**config.mk**
```make
export PLATFORM = sky130hd
export DESIGN_NAME = test7_mux8
export DESIGN_NICKNAME = d
export VERILOG_FILES = /design/src/rtl/test7_mux8.sv
export SDC_FILE = /design/constraint.sdc
export NUM_CORES = 1
export LEC_CHECK = 0
export CAP_MARGIN = 20
export CORE_MARGIN = 3
export CORE_UTILIZATION = 25
export DETAILED_ROUTE_END_ITERATION = 10
export GPL_TIMING_DRIVEN = 1
export PLACE_DENSITY = 0.7
export RECOVER_POWER = 100
export SLEW_MARGIN = 40
export SYNTH_ARGS = -nofsm -noshare
export SYNTH_HDL_FRONTEND = slang
export SYNTH_SLANG_ARGS = --single-unit
```
**constraint.sdc**
```tcl
create_clock -name sys_clk -period 0.8 [get_ports sys_clk]
set_input_delay 0.12 -clock sys_clk [delete_from_list [all_inputs] [get_ports sys_clk]]
set_output_delay 0.12 -clock sys_clk [all_outputs]
set_load 0.02 [all_outputs]
```
**src/rtl/test7_mux8.sv**
```systemverilog
// Registered 8-to-1 word multiplexer: Y takes the input
// chosen by SEL one sys_clk edge after sampling.
module test7_mux8 #(
  parameter int unsigned WIDTH = 8
) (
  input  logic             sys_clk,
  input  logic             sys_rst_n,
  input  logic [WIDTH-1:0] A,
  input  logic [WIDTH-1:0] B,
  input  logic [WIDTH-1:0] C,
  input  logic [WIDTH-1:0] D,
  input  logic [WIDTH-1:0] E,
  input  logic [WIDTH-1:0] F,
  input  logic [WIDTH-1:0] G,
  input  logic [WIDTH-1:0] H,
  input  logic [2:0]       SEL,
  output logic [WIDTH-1:0] Y
);

  logic [WIDTH-1:0] y_d;
  logic [WIDTH-1:0] y_q;

  // Unknown SEL in simulation yields zero rather than X.
  always_comb begin
    y_d = '0;
    case (SEL)
      3'd0:    y_d = A;
      3'd1:    y_d = B;
      3'd2:    y_d = C;
      3'd3:    y_d = D;
      3'd4:    y_d = E;
      3'd5:    y_d = F;
      3'd6:    y_d = G;
      3'd7:    y_d = H;
      default: y_d = '0;
    endcase
  end

  always_ff @(posedge sys_clk or negedge sys_rst_n) begin
    if (!sys_rst_n) begin
      y_q <= '0;
    end else begin
      y_q <= y_d;
    end
  end

  assign Y = y_q;

endmodule

```
==> out/results.md, run 1 <==
| Stage | Result | Value |
| --- | --- | --- |
| status | Outcome | finished, violations left |
| status | Violations in the final reports | negative setup slack |
| yosys | Most common flop cell mapped by yosys | dfrtp_1 |
| global routing | Maximum number of pins on one net before global-route repair | 14 |
| finish | FF/Latch Area | 200 um2 |
| finish | Number of flip-flops in the largest register | 8 |
| finish | Layout area overhead | 128% |
| sta | Worst Tran Pin Value | 0.352 ns |
| finish | Post-layout utilization of the core | 61.7% |
| setup path | Sum of buffers and inverters on the critical path | 1 |
| route | Initial DRC count | 26 |
| place | Gpl congestion | 0.808 |
| setup path | Arrival time at the worst endpoint | 0.76 ns |
| yosys | Avg Inst Size Synth | 9.07 um2 |
| yosys | Fraction of post-synthesis cell area in the top cell type by area | 27.3% |
| floorplan | Vertical extent of the die | 61.5 um |
| setup path | Critical path depth | 1 |
| finish | Post-route insts no fill | 199 |
| setup path | Kind of cell adding the most delay to the critical path | flip-flops |
| global routing | Global-route congestion overflow total | 0 |
| setup path | Cell chain of the critical path | buf_6 |
| yosys | Part of the Yosys area used for sequential elements | 26.0% |
| sta | Setup TNS | -0.525 ns |
| floorplan | Core outline area | 2850 um2 |
| sta | Post-route fraction of the period consumed by the critical path | 110% |
| yosys | Synth Area in Adders | 0% |
| power | Tot Pwr | 1.62 mW |
| setup path | Required time at the worst-slack endpoint | 0.68 ns |
| place | Buffers on Ports | 76 |
| route | Via density per instance | 5.15 |
| clocking | TritonCTS clock tree | done |
| sta | Fmax | 1.14 GHz |
| finish | Area of combinational cells with multiple inputs | 609 um2 |
| clocking | Maximum clock path buffer count | 2 |
| yosys | Share of synthesized area spent on multiplexers | 27.3% |
| yosys | Share of synthesized cell area in and, or, nand and nor gates | 14.9% |
| yosys | Combined area of all synthesized cells | 771 um2 |
| clocking | Clock slew at reported path FFs | 0.05 ns |
| yosys | Xor/xnor share of the synthesized area | 0% |
| global routing | Overall routing resource usage | 17.4% |
| yosys | Synth Warn # | 0 |
| sta | Unrepaired setup endpoints after global routing | yes |
| global routing | Wire length of the first global-routing pass | 4.81 mm |
| global routing | Number of antenna violations at the first check in global routing | 0 |
| power | Leak Pwr | 0.914 nW |
| clocking | Clk sink count | 8 |
| setup path | Biggest fanout along the worst timing path | 1 |
| yosys | Compound-gate portion of the synthesized area | 23.7% |
| yosys | Share of flip-flops with an asynchronous set or reset | 100% |
| clocking | H-tree level count | 1 |
| sta | Worst max-slew margin expressed relative to the limit | 76.5% |
| floorplan | Die X-Extent | 61.5 um |
| global routing | Number of global-route vias before repair | 1109 |
| route | Residual DRC count | 0 |
| yosys | Net Count, Synth | 154 |
| yosys | Combinational family with the most area after synthesis | multiplexers |
| floorplan | Effective utilization at floorplan | 27.0% |
| power | Sequential Power Share | 29.3% |
| yosys | Top cells by instance count after synthesis | 21 x mux2i_1, 11 x nor2_1, 8 x dfrtp_1 |
| route | Number of search-and-repair iterations in the first detailed-routing pass | 4 |
| min path | Type of the most critical hold path | input pin to async pin |
| floorplan | Floorplan die area | 3790 um2 |
| finish | Fill cells | 254 |
| yosys | EDFF count, synth | 0 |
| route | Final wirelength | 3.43 mm |
| yosys | Post-synthesis cell count | 85 |
| setup path | Path type of the worst setup path | flip-flop to output pin |
| power | Cell Int Power | 1.14 mW |
| sta | Total count of max-transition violations in the final report | 0 |
| power | IR drop worst, VDD | 0.000306 V |
| clocking | CTS Root Buffer Type | clkbuf_4 |
| yosys | Count of state elements after synthesis | 8 |
| power | Power share of the clock group | 18.0% |
| floorplan | Row Count | 19 |
| setup path | CP endpoint kind | output pin |
| clocking | TritonCTS buffer count | 3 |
| place | Cell area reported after detailed placement | 1580 um2 |
| yosys | Leading post-synthesis cells by cell area | mux2i_1 27%, dfrtp_1 26%, o22a_1 6.8% |
| power | Pwr/cell area | 924 nW/um2 |
| place | Post-placement worst setup slack | -0.789 ns |
| power | Fraction of power consumed by combinational cells | 52.7% |
| power | Switching Share | 30.0% |
| route | Post-route ant nets | 0 |
| sta | Final setup violation count | 9 |
| floorplan | Top-level port count | 77 |
| finish | Post-route design area | 1760 um2 |
| sta | Final hold violation count | 0 |
| power | NetSw | 0.487 mW |
| clocking | # hold bufs at CTS | 0 |
| finish | Diode count | 0 |
| setup path | Highest-delay cell along the critical path | dfrtp_1 |
| finish | Fraction of final layout cells sized beyond drive strength 1 | 25.6% |
| sta | Worst-case hold slack | 0.214 ns |
| setup path | Delay of the slowest cell on the worst path | 0.38 ns |
| route | Routed length per placed instance | 17.3 um |
| sta | Worst Setup Slack, final | -0.0783 ns |
| place | Post-placement cell count | 193 |
| place | HPWL Detailed | 2.72 mm |
| yosys | Unique cell type count in the Yosys netlist | 21 |
| route | Vias | 1025 |
| yosys | Top-count cell post-synth | mux2i_1 |
| run | Number of max-cap violations | 0 |
| setup path | Startpoint types | flip-flop |
| sta | Final critical delay including setup and external delays | 0.878 ns |
| yosys | Library cell with the largest summed area after synthesis | mux2i_1 |
| finish | NumNets Final | 239 |
## cell type report
class	count	area share, %
Timing Repair Buffer	87	50.5
Multi-Input combinational cell	70	34.6
Sequential cell	8	11.4
Tap cell	31	2.20
Clock buffer	3	1.28
## routing by layer
| layer | track usage [%] | wire, um | share of wire [%] | vias up |
|---|---|---|---|---|
| met5 | 0 | 0 | 0 | - |
| met4 | 7.58 | 62 | 1.8 | 0 |
| met3 | 3.77 | 192 | 5.6 | 6 |
| met2 | 33.2 | 1880 | 55 | 44 |
| met1 | 17.8 | 1300 | 38 | 479 |
| li1 | - | - | - | 496 |
## power by group through the flow
stage | registers [mW] | logic, mW | clock network, mW
after CTS | 0.476 | 0.838 | 0.309
final | 0.476 | 0.856 | 0.293
after floorplan | 0.535 | 0.253 | 0
after global placement | 0.473 | 0.801 | 0
after detailed placement | 0.472 | 0.815 | 0
after global routing | 0.481 | 0.909 | 0.329
## cell families (layout without fill, tap and decap cells)
group,after synthesis,after routing
DFF,8,8
buffers and inverters,7,90
AOI/OAI and AO/OA,25,25
and+or+nand+nor,24,24
muxes,21,21
## cell usage in the layout (no fill, tap or decap), types with 4 or more instances in the layout
| cell type | n |
|---|---|
| dlygate4sd2_1 | 41 |
| mux2i_1 | 18 |
| dlymetal6s2s_1 | 12 |
| nor2_1 | 11 |
| clkdlybuf4s50_1 | 11 |
| buf_6 | 11 |
| dfrtp_1 | 8 |
| o22a_1 | 6 |
| o22ai_1 | 5 |
| buf_4 | 5 |
| nand2_1 | 4 |
| a211oi_2 | 4 |
## repair_timing
item,in CTS,in global routing
pin swaps,28,14
setup buffers,1,0
setup endpoints to repair,16,14
gates cloned,1,1
gates resized for setup,124,19
## worst max path at each step
stage,from,slack [ns],endpoint
floorplan,SEL[1],-0.18,Y[1]$_DFF_PN0_
global placement,SEL[2],-0.75,Y[5]$_DFF_PN0_
detailed placement,SEL[2],-0.79,Y[5]$_DFF_PN0_
CTS,Y[7]$_DFF_PN0_,-0.1,Y[7]
global route,Y[7]$_DFF_PN0_,-0.11,Y[7]
finish,Y[7]$_DFF_PN0_,-0.08,Y[7]
Note: power is estimated with default switching activity, not from simulation.
==> inputs of run 2 (changes only) <==
Settings changed: HOLD_SLACK_MARGIN from default to 0.02, REMOVE_ABC_BUFFERS from default to 1.
==> run 2 against run 1 <==
Effect of this change: the run still ends with negative setup slack left; global-route usage shrank 0.17 points; non-clock buffer count grew 4; via count grew 2.1%; die area is the same; final cell count grew 2.0%; maximum frequency grew 0.76%; routed wire length grew 4.9%; critical endpoint is now Y[3]; combinational power grew 8.2%; power grew 4.5%; sequential power is essentially flat.
==> out/results.md, run 2 (same netlist as run 1, synthesis figures left out) <==
| Stage | Result | Value | Change |
| --- | --- | --- | --- |
| global routing | Global Route met2 Usage | 35.0% | was 33.2% |
| clocking | Clk sink count | 8 | unchanged |
| floorplan | Die X-Extent | 61.5 um | unchanged |
| global routing | M3 GR Usage | 1.68% | was 3.77% |
| status | Violations in the final reports | negative setup slack | unchanged |
| global routing | Global-route track usage on met1 | 19.0% | was 17.8% |
| global routing | Number of antenna violations at the first check in global routing | 0 | unchanged |
| sta | Worst max-slew margin expressed relative to the limit | 75.7% | was 76.5% |
| global routing | Maximum number of pins on one net before global-route repair | 15 | was 14 |
| clocking | Clock slew at reported path FFs | 0.05 ns | about the same |
| clocking | TritonCTS clock tree | done | unchanged |
| sta | Final hold violation count | 0 | unchanged |
| global routing | GRT busiest layer | met2 | unchanged |
| floorplan | Top-level port count | 77 | unchanged |
| sta | Worst Tran Pin Value | 0.363 ns | was 0.352 ns |
| sta | Worst Setup Slack, final | -0.0717 ns | was -0.0783 ns |
| setup path | Delay of the slowest cell on the worst path | 0.38 ns | about the same |
| floorplan | Floorplan die area | 3790 um2 | unchanged |
| sta | Fmax | 1.15 GHz | was 1.14 GHz |
| floorplan | Effective utilization at floorplan | 27.0% | unchanged |
| finish | Layout area overhead | 143% | was 128% |
| power | NetSw | 0.502 mW | was 0.487 mW |
| place | HPWL Detailed | 2.63 mm | was 2.72 mm |
| finish | Fraction of final layout cells sized beyond drive strength 1 | 29.7% | was 25.6% |
| floorplan | Row Count | 19 | unchanged |
| finish | Most frequent standard cell in the layout excluding fill and tap cells | clkdlybuf4s50_1 | was dlygate4sd2_1 |
| finish | NumNets Final | 243 | was 239 |
| clocking | Maximum clock path buffer count | 2 | unchanged |
| route | Residual DRC count | 0 | unchanged |
| sta | Total count of max-transition violations in the final report | 0 | unchanged |
| route | Number of search-and-repair iterations in the first detailed-routing pass | 4 | unchanged |
| route | Routed length per placed instance | 17.7 um | was 17.3 um |
| global routing | Global-route congestion overflow total | 0 | unchanged |
| clocking | CTS Root Buffer Type | clkbuf_4 | unchanged |
| setup path | Kind of cell adding the most delay to the critical path | flip-flops | unchanged |
| place | Buffers on Ports | 76 | unchanged |
| power | Switching Share | 29.6% | was 30.0% |
| global routing | Wire length of the first global-routing pass | 4.73 mm | was 4.81 mm |
| sta | Post-route fraction of the period consumed by the critical path | 109% | was 110% |
| power | Sequential Power Share | 28.0% | was 29.3% |
| global routing | Number of global-route vias before repair | 1053 | was 1109 |
| global routing | Overall routing resource usage | 17.2% | was 17.4% |
| finish | Diode count | 0 | unchanged |
| route | Vias | 1047 | was 1025 |
| setup path | Startpoint types | flip-flop | unchanged |
| finish | Post-route design area | 1870 um2 | was 1760 um2 |
| clocking | H-tree level count | 1 | unchanged |
| setup path | Path type of the worst setup path | flip-flop to output pin | unchanged |
| sta | Unrepaired setup endpoints after global routing | yes | unchanged |
| setup path | Highest-delay cell along the critical path | dfrtp_1 | unchanged |
| min path | Type of the most critical hold path | input pin to async pin | unchanged |
| power | Pwr/cell area | 906 nW/um2 | was 924 nW/um2 |
| power | Cell Int Power | 1.20 mW | was 1.14 mW |
| sta | Final critical delay including setup and external delays | 0.872 ns | was 0.878 ns |
| power | Leak Pwr | 1.02 nW | was 0.914 nW |
| finish | Number of flip-flops in the largest register | 8 | unchanged |
| power | Power share of the clock group | 17.5% | was 18.0% |
| route | Post-route ant nets | 0 | unchanged |
| setup path | Required time at the worst-slack endpoint | 0.68 ns | about the same |
| sta | Final setup violation count | 14 | was 9 |
| place | Gpl congestion | 0.715 | was 0.808 |
| route | Final wirelength | 3.60 mm | was 3.43 mm |
| sta | Setup TNS | -0.658 ns | was -0.525 ns |
| setup path | CP endpoint kind | output pin | unchanged |
| route | Via density per instance | 5.16 | was 5.15 |
| floorplan | Vertical extent of the die | 61.5 um | unchanged |
| setup path | Sum of buffers and inverters on the critical path | 1 | unchanged |
| setup path | Biggest fanout along the worst timing path | 1 | unchanged |
| power | Fraction of power consumed by combinational cells | 54.6% | was 52.7% |
| power | IR drop worst, VDD | 0.000348 V | was 0.000306 V |
| setup path | Arrival time at the worst endpoint | 0.75 ns | was 0.76 ns |
| finish | Fill cells | 252 | was 254 |
| route | Initial DRC count | 22 | was 26 |
| status | Outcome | finished, violations left | unchanged |
| finish | Commonest non-fill, non-tap cells in the layout | 27 x clkdlybuf4s50_1, 26 x dlymetal6s2s_1, 16 x mux2i_1, 15 x buf_6, 11 x dlygate4sd2_1 | was 41 x dlygate4sd2_1, 18 x mux2i_1, 12 x dlymetal6s2s_1 |
| setup path | Cell chain of the critical path | buf_6 | unchanged |
| run | Number of max-cap violations | 0 | unchanged |
| place | Cell area reported after detailed placement | 1600 um2 | was 1580 um2 |
| clocking | TritonCTS buffer count | 3 | unchanged |
| floorplan | Core outline area | 2850 um2 | unchanged |
-- run 2: cell count changes in the layout (fill, tap and decap cells not counted), sizes merged --
cell,delta
dlygate4sd2,-30
dlymetal6s2s,+14
clkbuf,-1
clkdlybuf4s50,+16
buf,+5
-- run 2: final cells by class --
type	instances	area (um2)	area share (%)
clock buffers	3	22.5	1.20
multi-input cells	70	612	32.6
flip-flops and latches	8	200	10.7
well taps	31	38.8	2.07
repair buffers	91	1000	53.4
-- run 2: power groups by stage --
stage                     logic (mW)  registers, mW  clock network, mW
after floorplan                0.185          0.535                  0
after CTS                      0.902          0.476              0.312
after global placement         0.815          0.471                  0
after detailed placement       0.827          0.473                  0
after global routing           0.978          0.479              0.338
final                          0.926          0.475              0.297
-- run 2: through the flow --
| stage | total power, mW | util, % | std cells | hold WS, ns | worst slack (ns) |
|---|---|---|---|---|---|
| 3_5_place_dp | 1.30 | 56.1 | 194 | 0.424 | -0.826 |
| 5_1_grt | 1.80 | 65.7 | 203 | 0.242 | -0.109 |
| 3_3_place_gp | 1.29 | 56.1 | 194 | 0.415 | -0.806 |
| 6_report | 1.70 | 65.7 | 203 | 0.217 | -0.0717 |
| 2_1_floorplan | 0.720 | - | 78 | -0.176 | -0.114 |
| 4_1_cts | 1.69 | 61.4 | 202 | 0.157 | -0.0842 |
-- run 2: path summary, 6_finish.rpt --
| kind | from | end | slack, ns | cells past startpoint |
|---|---|---|---|---|
| min in group sys_clk | SEL[1] | Y[0]$_DFF_PN0_ | 0.30 | 4 |
| hold / removal | sys_rst_n | Y[1]$_DFF_PN0_ | 0.22 | 1 |
| max in group asynchronous | sys_rst_n | Y[5]$_DFF_PN0_ | 0.32 | 1 |
| setup / recovery | Y[3]$_DFF_PN0_ | Y[3] | -0.07 | 1 |
-- run 2: routing by layer --
| metal | part of all wire (%) | wire length, um |
|---|---|---|
| met3 | 6.1 | 218 |
| met4 | 0.64 | 23 |
| met5 | 0 | 0 |
| met1 | 37 | 1320 |
| met2 | 56 | 2030 |
-- run 2: repair_timing --
action,CTS,global route
hold endpoints to repair,0,0
hold buffers,0,0
resized for setup,90,41
pin swaps,19,23
cloned,2,1
setup endpoints to repair,16,16
buffers inserted,3,1
